--- src/rtl/decode_issue_pkg.sv ---
// Shared opcode/funct constants and the decoded-instruction record.
// XLEN is the operand width carried by decoded_t; decode_issue's WIDTH is
// expected to equal it.
package decode_issue_pkg;

  localparam int XLEN  = 32;
  localparam int REGAW = 5;

  // Major opcodes handled by this stage.
  localparam logic [6:0] RTYPEOP = 7'b0110011;
  localparam logic [6:0] ITYPEOP = 7'b0010011;

  // funct3 / funct7 encodings as consumed by the execute-stage ALU.
  localparam logic [2:0] F3_ADD_SUB = 3'b000;
  localparam logic [2:0] F3_SLL     = 3'b001;
  localparam logic [2:0] F3_SLT     = 3'b010;
  localparam logic [2:0] F3_SLTU    = 3'b011;
  localparam logic [2:0] F3_XOR     = 3'b100;
  localparam logic [2:0] F3_SRL_SRA = 3'b101;
  localparam logic [2:0] F3_OR      = 3'b110;
  localparam logic [2:0] F3_AND     = 3'b111;
  localparam logic [6:0] F7_BASE    = 7'b0000000;
  localparam logic [6:0] F7_ALT     = 7'b0100000;  // SUB / SRA / SRAI

  typedef struct packed {
    logic [XLEN-1:0]  op1;
    logic [XLEN-1:0]  op2;
    logic [6:0]       opcode;
    logic [2:0]       funct3;
    logic [6:0]       funct7;
    logic [REGAW-1:0] rd;
    logic             reg_write;
    logic             illegal;
  } decoded_t;

  // Sign-extend a 12-bit I-type immediate to the operand width.
  function automatic logic [XLEN-1:0] sext_imm12(input logic [11:0] imm);
    return {{(XLEN-12){imm[11]}}, imm};
  endfunction

endpackage

--- src/rtl/decode_issue_if.sv ---
// Bundle of every decode/issue signal except clk/rst_n.
//   fetch side : in_valid, in_instr -> in_ready
//   regfile    : rs1_addr, rs2_addr -> rs1_data, rs2_data (same cycle)
//   execute    : out_valid, op1, op2, opcode, funct3, funct7, rd,
//                reg_write, illegal <- out_ready
//   control    : wb_valid, wb_rd (writeback), flush (synchronous squash)
// slave  = the decode/issue stage, master = its environment.
interface decode_issue_if #(parameter int WIDTH = 32);

  logic             in_valid;
  logic [31:0]      in_instr;
  logic             in_ready;
  logic [4:0]       rs1_addr;
  logic [4:0]       rs2_addr;
  logic [WIDTH-1:0] rs1_data;
  logic [WIDTH-1:0] rs2_data;
  logic             out_valid;
  logic             out_ready;
  logic [WIDTH-1:0] op1;
  logic [WIDTH-1:0] op2;
  logic [6:0]       opcode;
  logic [2:0]       funct3;
  logic [6:0]       funct7;
  logic [4:0]       rd;
  logic             reg_write;
  logic             illegal;
  logic             wb_valid;
  logic [4:0]       wb_rd;
  logic             flush;

  modport slave (
    input  in_valid, in_instr, rs1_data, rs2_data, out_ready,
           wb_valid, wb_rd, flush,
    output in_ready, rs1_addr, rs2_addr, out_valid, op1, op2, opcode,
           funct3, funct7, rd, reg_write, illegal
  );

  modport master (
    output in_valid, in_instr, rs1_data, rs2_data, out_ready,
           wb_valid, wb_rd, flush,
    input  in_ready, rs1_addr, rs2_addr, out_valid, op1, op2, opcode,
           funct3, funct7, rd, reg_write, illegal
  );

endinterface

--- src/rtl/decode_issue_scoreboard.sv ---
// Register busy scoreboard for the issue stage.
//   rs1, rs2, rd : fields of the instruction asking to issue
//   check_en     : instruction is a supported type (illegal ones skip checks)
//   use_rs2      : instruction reads rs2 (R-type)
//   set_en/rd    : an issued instruction will write set_rd
//   clr_en/rd    : writeback of clr_rd completed
//   flush        : squash all outstanding writes
//   hazard       : RAW on rs1/rs2 or WAW on rd against registered busy bits
module issue_scoreboard #(
  parameter int NREGS = 32,
  localparam int AW   = $clog2(NREGS)
) (
  input  logic          clk,
  input  logic          rst_n,
  input  logic [AW-1:0] rs1,
  input  logic [AW-1:0] rs2,
  input  logic [AW-1:0] rd,
  input  logic          check_en,
  input  logic          use_rs2,
  input  logic          set_en,
  input  logic [AW-1:0] set_rd,
  input  logic          clr_en,
  input  logic [AW-1:0] clr_rd,
  input  logic          flush,
  output logic          hazard
);

  // Bit 0 is never set, so x0 reads and writes never stall.
  logic [NREGS-1:0] busy;

  // NOTE: busy is a small flop vector rather than a RAM, so it is reset: a
  // stale bit left over from before reset would stall issue indefinitely.
  always_ff @(posedge clk or negedge rst_n) begin
    if (!rst_n) begin
      busy <= '0;
    end else if (flush) begin
      busy <= '0;
    end else begin
      // NOTE: non-blocking assignments; the set below is the last write to
      // the same bit, so a simultaneous set and clear leaves it set.
      if (clr_en) busy[clr_rd] <= 1'b0;
      if (set_en && (set_rd != '0)) busy[set_rd] <= 1'b1;
    end
  end

  // No writeback bypass: a stalled instruction issues the cycle after its
  // busy bit has actually cleared.
  assign hazard = check_en &
                  (busy[rs1] | (use_rs2 & busy[rs2]) | ((rd != '0) & busy[rd]));

endmodule

--- src/rtl/decode_issue.sv ---
// Decode/issue stage feeding the execute-stage ALU.
//   clk, rst_n : clock, asynchronous active-low reset
//   bus        : decode_issue_if.slave (fetch handshake, regfile read ports,
//                one-entry issue register toward execute, writeback, flush)
// R-type and I-type instructions are decoded into ALU operands and held in a
// one-entry output register; a scoreboard stalls RAW/WAW hazards until
// writeback. Unsupported opcodes issue with illegal=1 and no side effects.
module decode_issue
  import decode_issue_pkg::*;
#(
  parameter int WIDTH = XLEN,
  parameter int NREGS = 32
) (
  input  logic          clk,
  input  logic          rst_n,
  decode_issue_if.slave bus
);

  localparam int AW = $clog2(NREGS);

  logic [31:0] instr;
  logic        is_rtype;
  logic        is_itype;
  logic        hazard;
  logic        fire;
  logic        slot_valid;
  decoded_t    dec;
  decoded_t    slot;

  assign instr        = bus.in_instr;
  assign is_rtype     = (instr[6:0] == RTYPEOP);
  assign is_itype     = (instr[6:0] == ITYPEOP);
  assign bus.rs1_addr = instr[19:15];
  assign bus.rs2_addr = instr[24:20];

  // NOTE: the whole record gets a default before the case so that no path
  // leaves a field unassigned, which would otherwise infer a latch.
  always_comb begin
    dec        = '0;
    dec.opcode = instr[6:0];
    dec.funct3 = instr[14:12];
    dec.funct7 = instr[31:25];
    dec.rd     = instr[11:7];
    case (instr[6:0])
      RTYPEOP: begin
        dec.op1       = bus.rs1_data;
        dec.op2       = bus.rs2_data;
        dec.reg_write = (instr[11:7] != 5'd0);
      end
      ITYPEOP: begin
        // Shift-immediates use op2[4:0] as shamt; funct7 separates SRLI/SRAI.
        dec.op1       = bus.rs1_data;
        dec.op2       = sext_imm12(instr[31:20]);
        dec.reg_write = (instr[11:7] != 5'd0);
      end
      default: dec.illegal = 1'b1;
    endcase
  end

  issue_scoreboard #(.NREGS(NREGS)) u_scoreboard (
    .clk      (clk),
    .rst_n    (rst_n),
    .rs1      (instr[15 +: AW]),
    .rs2      (instr[20 +: AW]),
    .rd       (instr[7 +: AW]),
    .check_en (is_rtype | is_itype),
    .use_rs2  (is_rtype),
    .set_en   (fire & dec.reg_write),
    .set_rd   (instr[7 +: AW]),
    .clr_en   (bus.wb_valid),
    .clr_rd   (bus.wb_rd[AW-1:0]),
    .flush    (bus.flush),
    .hazard   (hazard)
  );

  assign bus.in_ready = ~bus.flush & (~slot_valid | bus.out_ready) & ~hazard;
  assign fire         = bus.in_valid & bus.in_ready;

  // fire already excludes flush through in_ready, so flush only has to
  // drop the valid bit; the data fields are don't-care while invalid.
  always_ff @(posedge clk or negedge rst_n) begin
    if (!rst_n) begin
      slot_valid <= 1'b0;
      slot       <= '0;
    end else if (bus.flush) begin
      slot_valid <= 1'b0;
    end else if (fire) begin
      slot_valid <= 1'b1;
      slot       <= dec;
    end else if (bus.out_ready) begin
      slot_valid <= 1'b0;
    end
  end

  assign bus.out_valid = slot_valid;
  assign bus.op1       = slot.op1;
  assign bus.op2       = slot.op2;
  assign bus.opcode    = slot.opcode;
  assign bus.funct3    = slot.funct3;
  assign bus.funct7    = slot.funct7;
  assign bus.rd        = slot.rd;
  assign bus.reg_write = slot.reg_write;
  assign bus.illegal   = slot.illegal;

endmodule

--- src/flat_wrapper.sv ---
// flat-port wrapper written by rule: the top's interface ports become plain ports
module decode_issue_flat import decode_issue_pkg::*;
#(
  parameter int WIDTH = XLEN,
  parameter int NREGS = 32
)
  (clk, rst_n, bus_in_valid, bus_in_instr, bus_rs1_data, bus_rs2_data, bus_out_ready, bus_wb_valid, bus_wb_rd, bus_flush, bus_in_ready, bus_rs1_addr, bus_rs2_addr, bus_out_valid, bus_op1, bus_op2, bus_opcode, bus_funct3, bus_funct7, bus_rd, bus_reg_write, bus_illegal);
  decode_issue_if #(.WIDTH(WIDTH)) bus_i ();
  input  logic clk;
  input  logic rst_n;
  input wire logic [$bits(bus_i.in_valid)-1:0] bus_in_valid;
  input wire logic [$bits(bus_i.in_instr)-1:0] bus_in_instr;
  input wire logic [$bits(bus_i.rs1_data)-1:0] bus_rs1_data;
  input wire logic [$bits(bus_i.rs2_data)-1:0] bus_rs2_data;
  input wire logic [$bits(bus_i.out_ready)-1:0] bus_out_ready;
  input wire logic [$bits(bus_i.wb_valid)-1:0] bus_wb_valid;
  input wire logic [$bits(bus_i.wb_rd)-1:0] bus_wb_rd;
  input wire logic [$bits(bus_i.flush)-1:0] bus_flush;
  output wire logic [$bits(bus_i.in_ready)-1:0] bus_in_ready;
  output wire logic [$bits(bus_i.rs1_addr)-1:0] bus_rs1_addr;
  output wire logic [$bits(bus_i.rs2_addr)-1:0] bus_rs2_addr;
  output wire logic [$bits(bus_i.out_valid)-1:0] bus_out_valid;
  output wire logic [$bits(bus_i.op1)-1:0] bus_op1;
  output wire logic [$bits(bus_i.op2)-1:0] bus_op2;
  output wire logic [$bits(bus_i.opcode)-1:0] bus_opcode;
  output wire logic [$bits(bus_i.funct3)-1:0] bus_funct3;
  output wire logic [$bits(bus_i.funct7)-1:0] bus_funct7;
  output wire logic [$bits(bus_i.rd)-1:0] bus_rd;
  output wire logic [$bits(bus_i.reg_write)-1:0] bus_reg_write;
  output wire logic [$bits(bus_i.illegal)-1:0] bus_illegal;
  assign bus_i.in_valid = bus_in_valid;
  assign bus_i.in_instr = bus_in_instr;
  assign bus_i.rs1_data = bus_rs1_data;
  assign bus_i.rs2_data = bus_rs2_data;
  assign bus_i.out_ready = bus_out_ready;
  assign bus_i.wb_valid = bus_wb_valid;
  assign bus_i.wb_rd = bus_wb_rd;
  assign bus_i.flush = bus_flush;
  assign bus_in_ready = bus_i.in_ready;
  assign bus_rs1_addr = bus_i.rs1_addr;
  assign bus_rs2_addr = bus_i.rs2_addr;
  assign bus_out_valid = bus_i.out_valid;
  assign bus_op1 = bus_i.op1;
  assign bus_op2 = bus_i.op2;
  assign bus_opcode = bus_i.opcode;
  assign bus_funct3 = bus_i.funct3;
  assign bus_funct7 = bus_i.funct7;
  assign bus_rd = bus_i.rd;
  assign bus_reg_write = bus_i.reg_write;
  assign bus_illegal = bus_i.illegal;
  decode_issue #(.WIDTH(WIDTH), .NREGS(NREGS)) u_core (.clk(clk), .rst_n(rst_n), .bus(bus_i));
endmodule
--- config.mk ---
export PLATFORM = sky130hd
export DESIGN_NAME = decode_issue_flat
export DESIGN_NICKNAME = d
export VERILOG_FILES = /design/src/rtl/decode_issue_pkg.sv /design/src/rtl/decode_issue_if.sv /design/src/rtl/decode_issue_scoreboard.sv /design/src/rtl/decode_issue.sv /design/src/flat_wrapper.sv
export SDC_FILE = /design/constraint.sdc
export NUM_CORES = 1
export LEC_CHECK = 0
export CORE_ASPECT_RATIO = 1.2
export CORE_MARGIN = 1.5
export CORE_UTILIZATION = 58
export CTS_CLUSTER_SIZE = 20
export DETAILED_ROUTE_END_ITERATION = 16
export DONT_BUFFER_PORTS = 1
export GPL_TIMING_DRIVEN = 1
export PLACE_DENSITY = 0.76
export RECOVER_POWER = 100
export SLEW_MARGIN = 20
export SYNTH_ARGS = -nofsm -noshare
export SYNTH_HDL_FRONTEND = slang
export SYNTH_SLANG_ARGS = --single-unit
--- constraint.sdc ---
create_clock -name clk -period 2.4 [get_ports clk]
set_clock_uncertainty 0.15 [all_clocks]
set_input_delay 0.48 -clock clk [delete_from_list [all_inputs] [get_ports clk]]
set_output_delay 0.48 -clock clk [all_outputs]
set_load 0.02 [all_outputs]
==> impl_metrics.yaml <==
setup_path:
  cp_slowest_cell: "mux4_2"
  path_delay_family: "multiplexers"
  path_cells: "mux4_2, mux2i_1, a211o_1, a311oi_2, buf_4, nor2_2, and4b_2"
  worstPathRequired_ns: 1.77
  start_kind: "register"
  worst-path-buf-inv: 1
  end_kind: "output pin"
  cp.arrival_ns: 2.21
  cp_max_fo: 3
  max_stage_delay_ns: 0.47
  worstSetupPathType: "reg -> out"
global_routing:
  first_global_vias: 5430
  grt-ovfl-total: 0
  grt_max_degree: 122
  antenna_found_initial: 0
  grt_pass1_wl_um: 28010
  grtUsageTotal_pct: 30.14
final_layout:
  area_delta_synth_final_pct: 17.80
  diodes: 0
  nNetsFinal: 760
  post-route-util_pct: 71.13
  instances_no_fill: 820
  fin_area_mm2: 0.007924
  layout-drive-gt1-share_pct: 23.42
detailed_routing:
  dr.pass1.iters: 5
  wl_um: 18080
  drc: 0
  vias_per_cell: 6.312
  drtIter0Drc: 428
  wire_per_inst_um: 22.05
  num_vias: 5176
  ant_nets: 0
logic_synthesis:
  yosysTopAreaCellShare_pct: 45.01
  synth_area_leaders: "dfrtp_1, mux2i_1, mux2_2"
  synth-xor-area-share_pct: 0
  synth_area_mm2: 0.006726
  synthAdderAreaFrac_pct: 0
  avgSynthCellArea_um2: 10.44
  synth_top_family_by_area: "multiplexers"
  synth_mux_area_share_pct: 24.00
  synthSimpleGateAreaFrac_pct: 14.29
  yosysWarnings: 0
  synth-seq-area-share_pct: 45.01
  synthCells: 644
  syn_nets: 751
  synth_compound_area_share_pct: 8.687
  synth_cell_types: 38
  ys_ff_latch: 121
  synth.largest_area_cell: "dfrtp_1"
timing:
  hold_viol_final: 121
  fin_hold_ws_ns: -0.3941
  slew_viol_final: 0
  setup_violations: 121
  worst_pin_slew_ns: 0.6972
  maxSlewHeadroom_pct: 53.42
  fin_crit_ns: 2.839
  fin_crit_sh_pct: 118.3
  max_freq_ghz: 0.3522
  setup_tns_ns: -28.58
  setup_slack_ns: -0.4390
  rsz0062_at_grt: "true"
placement:
  place_congestion: 0.9360
  port_buffers: 0
  placed_cells: 782
  dp_slack_ns: -0.6114
  placed_area_mm2: 0.007094
  hpwl_um: 12370
floorplanning:
  dieWidth_um: 101.3
  rows: 42
  pin_count: 207
  core-area_mm2: 0.01114
  start_util_pct: 60.38
  die_area_mm2: 0.01225
  dieHeight_um: 121.0
clock_tree:
  clockBufferDepth: 2
  root_buffer: "clkbuf_16"
  clock_sinks: 121
  cts_tree: "yes"
  htree_levels: 4
  insertion_delay_ns: 0.41
  path_clk_slew_ns: 0.06
  cts_buffers: 17
power_and_ir_drop:
  combPwrFrac_pct: 7.2
  power.leakage_nw: 3.735
  sw_frac_of_total_pct: 24.46
  p_sw_mw: 1.290
  clockPowerShare_pct: 49.3
  internal-power_mw: 3.984
  ir_drop_mv: 0.4391
  power_density_mw_per_mm2: 665.6
  pwr-share-seq_pct: 43.5
  power_mw: 5.274
flow_run:
  cap_violations: 0
outcome:
  violations: "negative hold slack, negative setup slack"
  outcome: "complete, but fails checks"
hold_path:
  hp-class: "in -> async"
==> routing by layer <==
layer / vias to the layer above / part of all wire, % / track usage (%)
met5: - / 0 / 0
met4: 0 / 3.7 / 13.28
met3: 64 / 8.8 / 9.101
met2: 313 / 50 / 49.87
met1: 2529 / 38 / 36.14
li1: 2270 / - / -
==> Yosys cell counts <==
library cell  number
o21ai_0           32
or3_1              3
and3_1             3
or3b_2             8
inv_1             58
o221ai_1           8
nor4b_1            1
and4b_1            1
a211o_1            1
nand2_1           49
clkbuf_1          26
a22oi_1            4
nand2b_1           2
nor2_1            16
and3b_1            2
mux2i_1           96
nor2b_1           19
nor3b_1            6
mux4_2            11
nor3_1             7
or2_2              2
o41ai_2            1
buf_6              4
o41ai_1           15
buf_1              1
a311oi_1           2
a31o_1             1
a21boi_0           1
nand4_1            1
buf_4             18
nand3b_1          27
a2bb2oi_1          1
buf_2              8
dfrtp_1          121
o311a_1            1
a21oi_1           23
mux2_2            36
nand3_1           28
==> path summary, 6_finish.rpt <==
check	start	end	slack (ns)	cells past startpoint
setup / recovery	u_core.u_scoreboard.busy[4]	bus_in_ready	-0.44	7
hold / removal	rst_n	u_core.bus.op1[7]	-0.39	0
setup reg to reg	u_core.u_scoreboard.busy[12]	u_core.bus.funct7[2]	-0.37	8
hold reg to reg	u_core.u_scoreboard.busy[2]	u_core.u_scoreboard.busy[2]	0.46	2
max in group asynchronous	rst_n	u_core.u_scoreboard.busy[15]	2.34	0
min in group clk	bus_flush	u_core.bus.out_valid	0.04	1
==> worst reg2reg max path, stage by stage, from the launching register on <==
cell and delay (ns):
dfrtp_1 0.41, buf_6 0.13, mux4_2 0.43, mux2i_1 0.15, a22oi_1 0.10, a31o_1 0.19
or3_4 0.49, bufbuf_16 0.33, mux2_2 0.28
==> kinds of logic (layout without fill, tap and decap cells) <==
kind of cell           Yosys count  after routing
buffers and inverters          115            137
AO/OA/AOI/OAI                   90             90
AND/OR/NAND/NOR                175            175
flip-flops                     121            121
multiplexers                   143            143
==> cell type report <==
| type | instances | area, um^2 |
|---|---|---|
| inverter | 58 | 217.7 |
| sequential | 121 | 3028 |
| multi-input combinational | 408 | 3353 |
| timing repair buffer | 47 | 530.5 |
| tap | 154 | 192.7 |
| fill | 802 | 3217 |
| clock inverter | 13 | 168.9 |
| clock buffer | 19 | 432.9 |
==> registers in the layout, summed over array words and instances, names as in the netlist <==
signal	count
u_core.bus.op1	32
u_core.bus.op2	32
u_core.u_scoreboard.busy	32
u_core.bus.funct7	7
u_core.bus.opcode	7
u_core.bus.rd	5
u_core.bus.funct3	3
u_core.bus.illegal	1
u_core.bus.out_valid	1
u_core.bus.reg_write	1
==> power groups by stage <==
stage          Combinational, mW  Sequential [mW]  Clock [mW]
6_report                   0.378             2.29        2.60
5_1_grt                    0.400             2.30        2.71
4_1_cts                    0.373             2.29        2.62
3_5_place_dp               0.335             2.33           0
3_3_place_gp               0.321             2.32           0
2_1_floorplan              0.355             2.30           0
==> repair_timing <==
item / CTS / global route
pin swaps: 6 / 2
gates resized for setup: 27 / 5
setup endpoints to repair: 120 / 121
gates cloned: 3 / 0
buffers inserted: 4 / 0
hold endpoints to repair: 121 / 121
==> placed cells by master (no fill, tap or decap), types with 2 or more instances in the layout <==
master,netlist,routed
nor3_1,7,7
or3b_2,8,8
a22oi_1,4,4
buf_12,0,7
bufinv_16,0,3
mux4_2,11,11
nor2b_1,19,19
and3b_1,2,2
buf_4,18,34
o21ai_0,32,17
clkinv_2,0,2
buf_6,4,2
mux2_4,0,6
clkbuf_16,0,17
nand2b_1,2,2
o21ai_1,0,15
o221ai_1,8,8
clkinv_4,0,4
or3_1,3,2
nand3_1,28,28
o41ai_2,1,13
o41ai_4,0,3
a21oi_1,23,23
mux2_2,36,30
or2_2,2,2
nand2_1,49,49
nand3b_1,27,27
nor2_1,16,15
bufbuf_16,0,3
dfrtp_1,121,121
mux2i_1,96,96
a311oi_2,0,2
clkbuf_1,26,2
inv_6,0,3
inv_1,58,58
nor3b_1,6,6
and3_1,3,3
Note: power is estimated with default switching activity, not from simulation.
